**config.mk**
```make
export PLATFORM = sky130hd
export DESIGN_NAME = smooth_ctrl
export DESIGN_NICKNAME = d
export VERILOG_FILES = /design/src/rtl/smooth_ctrl.sv
export SDC_FILE = /design/constraint.sdc
export NUM_CORES = 1
export LEC_CHECK = 0
export CORE_ASPECT_RATIO = 0.75
export CORE_MARGIN = 2
export CORE_UTILIZATION = 50
export DETAILED_ROUTE_END_ITERATION = 16
export HOLD_SLACK_MARGIN = 0.06
export PLACE_DENSITY = 0.75
export SLEW_MARGIN = 10
export SYNTH_ARGS = -nofsm -noshare
export SYNTH_HDL_FRONTEND = slang
export SYNTH_SLANG_ARGS = --single-unit
```
**constraint.sdc**
```tcl
create_clock -name clk -period 8.1 [get_ports clk]
set_input_delay 0.81 -clock clk [delete_from_list [all_inputs] [get_ports clk]]
set_output_delay 0.81 -clock clk [all_outputs]
set_load 0.1 [all_outputs]
```
**src/rtl/smooth_ctrl.sv**
```systemverilog
// Control and window formation for a 3x3 box-filter datapath fed two pixels per beat.
// Line buffers hold the two previous rows; per-row pair history plus the live beat forms each window.
module smooth_ctrl #(
    parameter int IMG_W = 8,
    parameter int IMG_H = 4
) (
    input  logic                 clk,
    input  logic                 reset,
    input  logic                 start,
    input  logic [1:0][7:0]      pix_in,
    input  logic                 in_valid,
    output logic                 in_ready,
    output logic [8:0][1:0][7:0] window,
    output logic                 dp_stall,
    output logic                 dp_reset,
    output logic                 out_valid,
    input  logic                 out_ready,
    output logic                 busy,
    output logic                 frame_done
);
    localparam int PAIRS = IMG_W / 2;
    localparam int PW    = $clog2(PAIRS);
    localparam int RW    = $clog2(IMG_H);
    localparam logic [PW-1:0] P_LAST = PW'(PAIRS - 1);
    localparam logic [RW-1:0] R_LAST = RW'(IMG_H - 1);

    localparam logic [1:0] S_IDLE  = 2'd0;
    localparam logic [1:0] S_RUN   = 2'd1;
    localparam logic [1:0] S_DRAIN = 2'd2;
    localparam logic [1:0] S_DONE  = 2'd3;

    logic [1:0]    state;
    logic [RW-1:0] r;
    logic [PW-1:0] p;
    logic          v0, v1, v2;
    logic          accept, issue;

    logic [15:0]      lb1 [PAIRS];
    logic [15:0]      lb2 [PAIRS];
    logic [1:0][15:0] sr_a, sr_b, sr_c;
    logic [2:0][5:0][7:0] line;
    logic [8:0][1:0][7:0] win_next;

    assign dp_stall   = v2 & ~out_ready;
    assign dp_reset   = ~reset;
    assign out_valid  = v2;
    assign in_ready   = (state == S_RUN) & ~dp_stall;
    assign busy       = (state == S_RUN) | (state == S_DRAIN);
    assign frame_done = (state == S_DONE);
    assign accept     = in_valid & in_ready;
    assign issue      = (r >= RW'(2)) && (p >= PW'(2));

    // Shift registers keep pairs p-1 ([1]) and p-2 ([0]); the live beat supplies pair p,
    // so each line spans columns 2p-4 .. 2p+1 of rows r-2, r-1, r.
    always_comb begin
        line[0] = {lb2[p], sr_a};
        line[1] = {lb1[p], sr_b};
        line[2] = {pix_in, sr_c};
        win_next = '0;
        for (int unsigned dr = 0; dr < 3; dr++) begin
            for (int unsigned dc = 0; dc < 3; dc++) begin
                for (int unsigned i = 0; i < 2; i++) begin
                    win_next[3*dr+dc][i] = line[dr][1+i+dc];
                end
            end
        end
    end

    always_ff @(posedge clk) begin
        if (!reset) begin
            state  <= S_IDLE;
            r      <= '0;
            p      <= '0;
            v0     <= 1'b0;
            v1     <= 1'b0;
            v2     <= 1'b0;
            window <= '0;
        end else begin
            case (state)
                S_IDLE: begin
                    if (start) begin
                        state <= S_RUN;
                        r     <= '0;
                        p     <= '0;
                    end
                end
                S_RUN: begin
                    if (accept) begin
                        if (p == P_LAST) begin
                            p <= '0;
                            r <= r + 1'b1;
                            if (r == R_LAST) state <= S_DRAIN;
                        end else begin
                            p <= p + 1'b1;
                        end
                    end
                end
                S_DRAIN: begin
                    if (!v0 && !v1 && !v2) state <= S_DONE;
                end
                default: state <= S_IDLE;
            endcase

            if (state == S_IDLE && start) begin
                v0 <= 1'b0;
                v1 <= 1'b0;
                v2 <= 1'b0;
            end else if (!dp_stall) begin
                v0 <= accept & issue;
                v1 <= v0;
                v2 <= v1;
                if (accept) window <= win_next;
            end
        end
    end

    always_ff @(posedge clk) begin
        if (accept) begin
            lb1[p] <= pix_in;
            lb2[p] <= lb1[p];
            sr_a   <= {lb2[p], sr_a[1]};
            sr_b   <= {lb1[p], sr_b[1]};
            sr_c   <= {pix_in, sr_c[1]};
        end
    end
endmodule

```
==> impl_metrics.tcl <==
set metrics [dict create \
    postCtsSetupBuffers 0 \
    wl_per_cell_microns 17.2 \
    postRouteAntennaNets 0 \
    hold_viol_final 0 \
    pin_count 171 \
    synthFlopType "edfxtp_1" \
    initial_utilization 0.505 \
    clkPwrFrac 0.278 \
    cap_violations 0 \
    drt_pass1_iterations 5 \
    synth-edff-count 200 \
    p_sw_uw 1470 \
    synth_warnings 0 \
    tightest_slew_ps 1110 \
    slew_viol_final 0 \
    drc 0 \
    core.rowCount 47 \
    crit_top_cell "clkdlybuf4s50_1" \
    p_per_area_nw_per_um2 318 \
    finalSetupViolCount 0 \
    max_stage_delay_ps 1190 \
    grt_use_total 0.179 \
    gp_congestion 0.776 \
    crit_path_start_kind "input pin" \
    final_cell_area_sq_um 13400 \
    antenna_found_initial 0 \
    dp_slack_ps 4060 \
    dp_hpwl_mm 12.3 \
    critPathRequiredTime_ps 7290 \
    place_area_sq_um 12600 \
    core-area_sq_um 21900 \
    hp-class "reg -> reg" \
    die_x_microns 176 \
    ir_worst_vdd_uv 209 \
    drive_above_1_share 0.0875 \
    antennaDiodeCount 0 \
    netlist_instances 780 \
    syn-cell-area_sq_um 11000 \
    area_delta_synth_final_pct 21.5 \
    clk_pin_slew_ps 60 \
    cp_cell_sequence "clkdlybuf4s50_1 -> clkinv_2 -> clkdlybuf4s50_1" \
    synth_nets 811 \
    fin_skew_ps 7.52 \
    critPathCaptureType "output pin" \
    die_area_sq_um 23300 \
    grt_pass1_vias 5967 \
    viasPerCell 5.10 \
    final_nets 925 \
    cts_resized 0 \
    grt_overflow 0 \
    fin_setup_tns_ps 0 \
    tritoncts "done" \
    clk_latency_ps 530 \
    numCtsBuffers 27 \
    grt_pass1_wl_mm 32.8 \
    synth-async-reset-ratio 0 \
    crit_fanout 52 \
    h-tree-depth 1 \
    synth.distinct_cells 29 \
    power_uw 4270 \
    rsz0062_at_grt "no" \
    crit_type "in -> out" \
    critPathSlowestCell "clkdlybuf4s50_1" \
    leakage_uw 0.00428 \
    num_vias 6156 \
    ys_ff_latch 307 \
    arrival_ps 3230 \
    synth_area_per_cell_sq_um 14.2 \
    slew_headroom 0.262 \
    seqPwrFrac 0.452 \
    layout_worst_path_cycle_share 0.499 \
    cts_max_path_buffers 3 \
    cp_top_family "buffers and inverters" \
    nFillCells 1649 \
    fmax_mhz 248 \
    synth-seq-area-share 0.737 \
    path_buf_inv 3 \
    root_buffer "clkbuf_16" \
    p_int_uw 2790 \
    cts_hold_buffers 0 \
    period_needed_ps 4040 \
    port_buffers 170 \
    power_switching_share 0.346 \
    power_frac_comb 0.270 \
    cts_sinks 307 \
    die_y_microns 133 \
    setup_ws_ps 4060 \
    drt_iter0_markers 404 \
    status "finished, final reports clean" \
    grt_max_degree 97 \
    routed_wl_mm 20.8 \
]
==> layer usage <==
layer,wire length (microns),up-vias,global-route usage
li1,-,2938,-
met1,9490,2992,0.262
met2,9410,193,0.276
met3,1530,33,0.0414
met4,398,0,0.0436
met5,0,-,0
==> area by class of cell <==
class,instances,area [sq um],share of cell area
Timing Repair Buffer,173,1720,0.128
Clock inverter,12,78.8,0.00587
Tap cell,294,368,0.0274
Inverter,8,31.3,0.00233
Multi-Input combinational cell,377,2340,0.175
Clock buffer,37,733,0.0546
Sequential cell,307,8150,0.607
==> through the flow <==
| stage | instances | util | hold slack [ps] |
|---|---|---|---|
| detailed placement | 1159 | 0.577 | 437 |
| CTS | 1208 | 0.614 | 452 |
| finish | 1208 | 0.614 | 449 |
| global placement | 1159 | 0.577 | 428 |
| global route | 1208 | 0.614 | 463 |
| floorplan | 780 | - | 426 |
==> worst paths after layout <==
path             from         to  slack [ps]  depth (start not counted)
max reg2reg  state[1]  lb2[3][9]        5190                          4
min reg2reg  line[31]   line[15]         450                          0
max             reset   dp_reset        4060                          3
min          line[31]   line[15]         450                          0
==> cells in the mapped netlist, types with 4 or more instances <==
master    number  area [sq um]
dfxtp_1      107          2140
o21ai_0        4          20.0
and2_1         4          25.0
buf_2         13          65.1
a21oi_1      104           521
mux4_2        32           721
inv_1          8          30.0
edfxtp_1     200          6010
nor2_1         4          15.0
nand2_1      201           754
buf_4         51           383
clkbuf_1      21          78.8
ha_1          10           125
==> sequential cells by signal, summed over array words and instances (netlist names), named ones only <==
signal	cells
lb2	64
lb1	64
state	2
v1	1
line	72
out_valid	1
v0	1
window	96
r	2
p	2
==> power groups by stage <==
stage / Clock, uW / Sequential, uW / Combinational [uW]
after detailed placement: 0 / 1960 / 1160
after global placement: 0 / 1960 / 1150
after global routing: 1260 / 1940 / 1210
after floorplan: 0 / 2300 / 574
final: 1180 / 1930 / 1150
after CTS: 1210 / 1930 / 1160
==> worst reg2reg max path, stage by stage, from the launching register on <==
cell	delay, ps
dfxtp_1	340
inv_1	80
ha_1	280
and3_4	920
and2_2	900
==> cells by family after synthesis <==
group | share of synthesized area
adder cells (fa/ha/maj) | 0.0113
AND/OR/NAND/NOR | 0.0814
flip-flops | 0.737
AO/OA/AOI/OAI | 0.0504
buffers and inverters | 0.0515
multiplexers | 0.0679
==> cell usage in the layout (no fill, tap or decap), types with 2 or more instances in the layout <==
master and n:
a21oi_1 104, and2_2 4, buf_4 3, clkbuf_1 8, clkbuf_16 27, clkbuf_8 2
clkdlybuf4s50_1 170, clkinv_1 7, clkinv_2 4, dfxtp_1 105, dfxtp_2 2, edfxtp_1 200
ha_1 10, inv_1 7, mux2i_1 3, mux4_2 32, nand2_1 201, nand3b_1 2
nor2_1 4, o21ai_0 4, or4b_1 2
(Power assumes the default switching activity.)
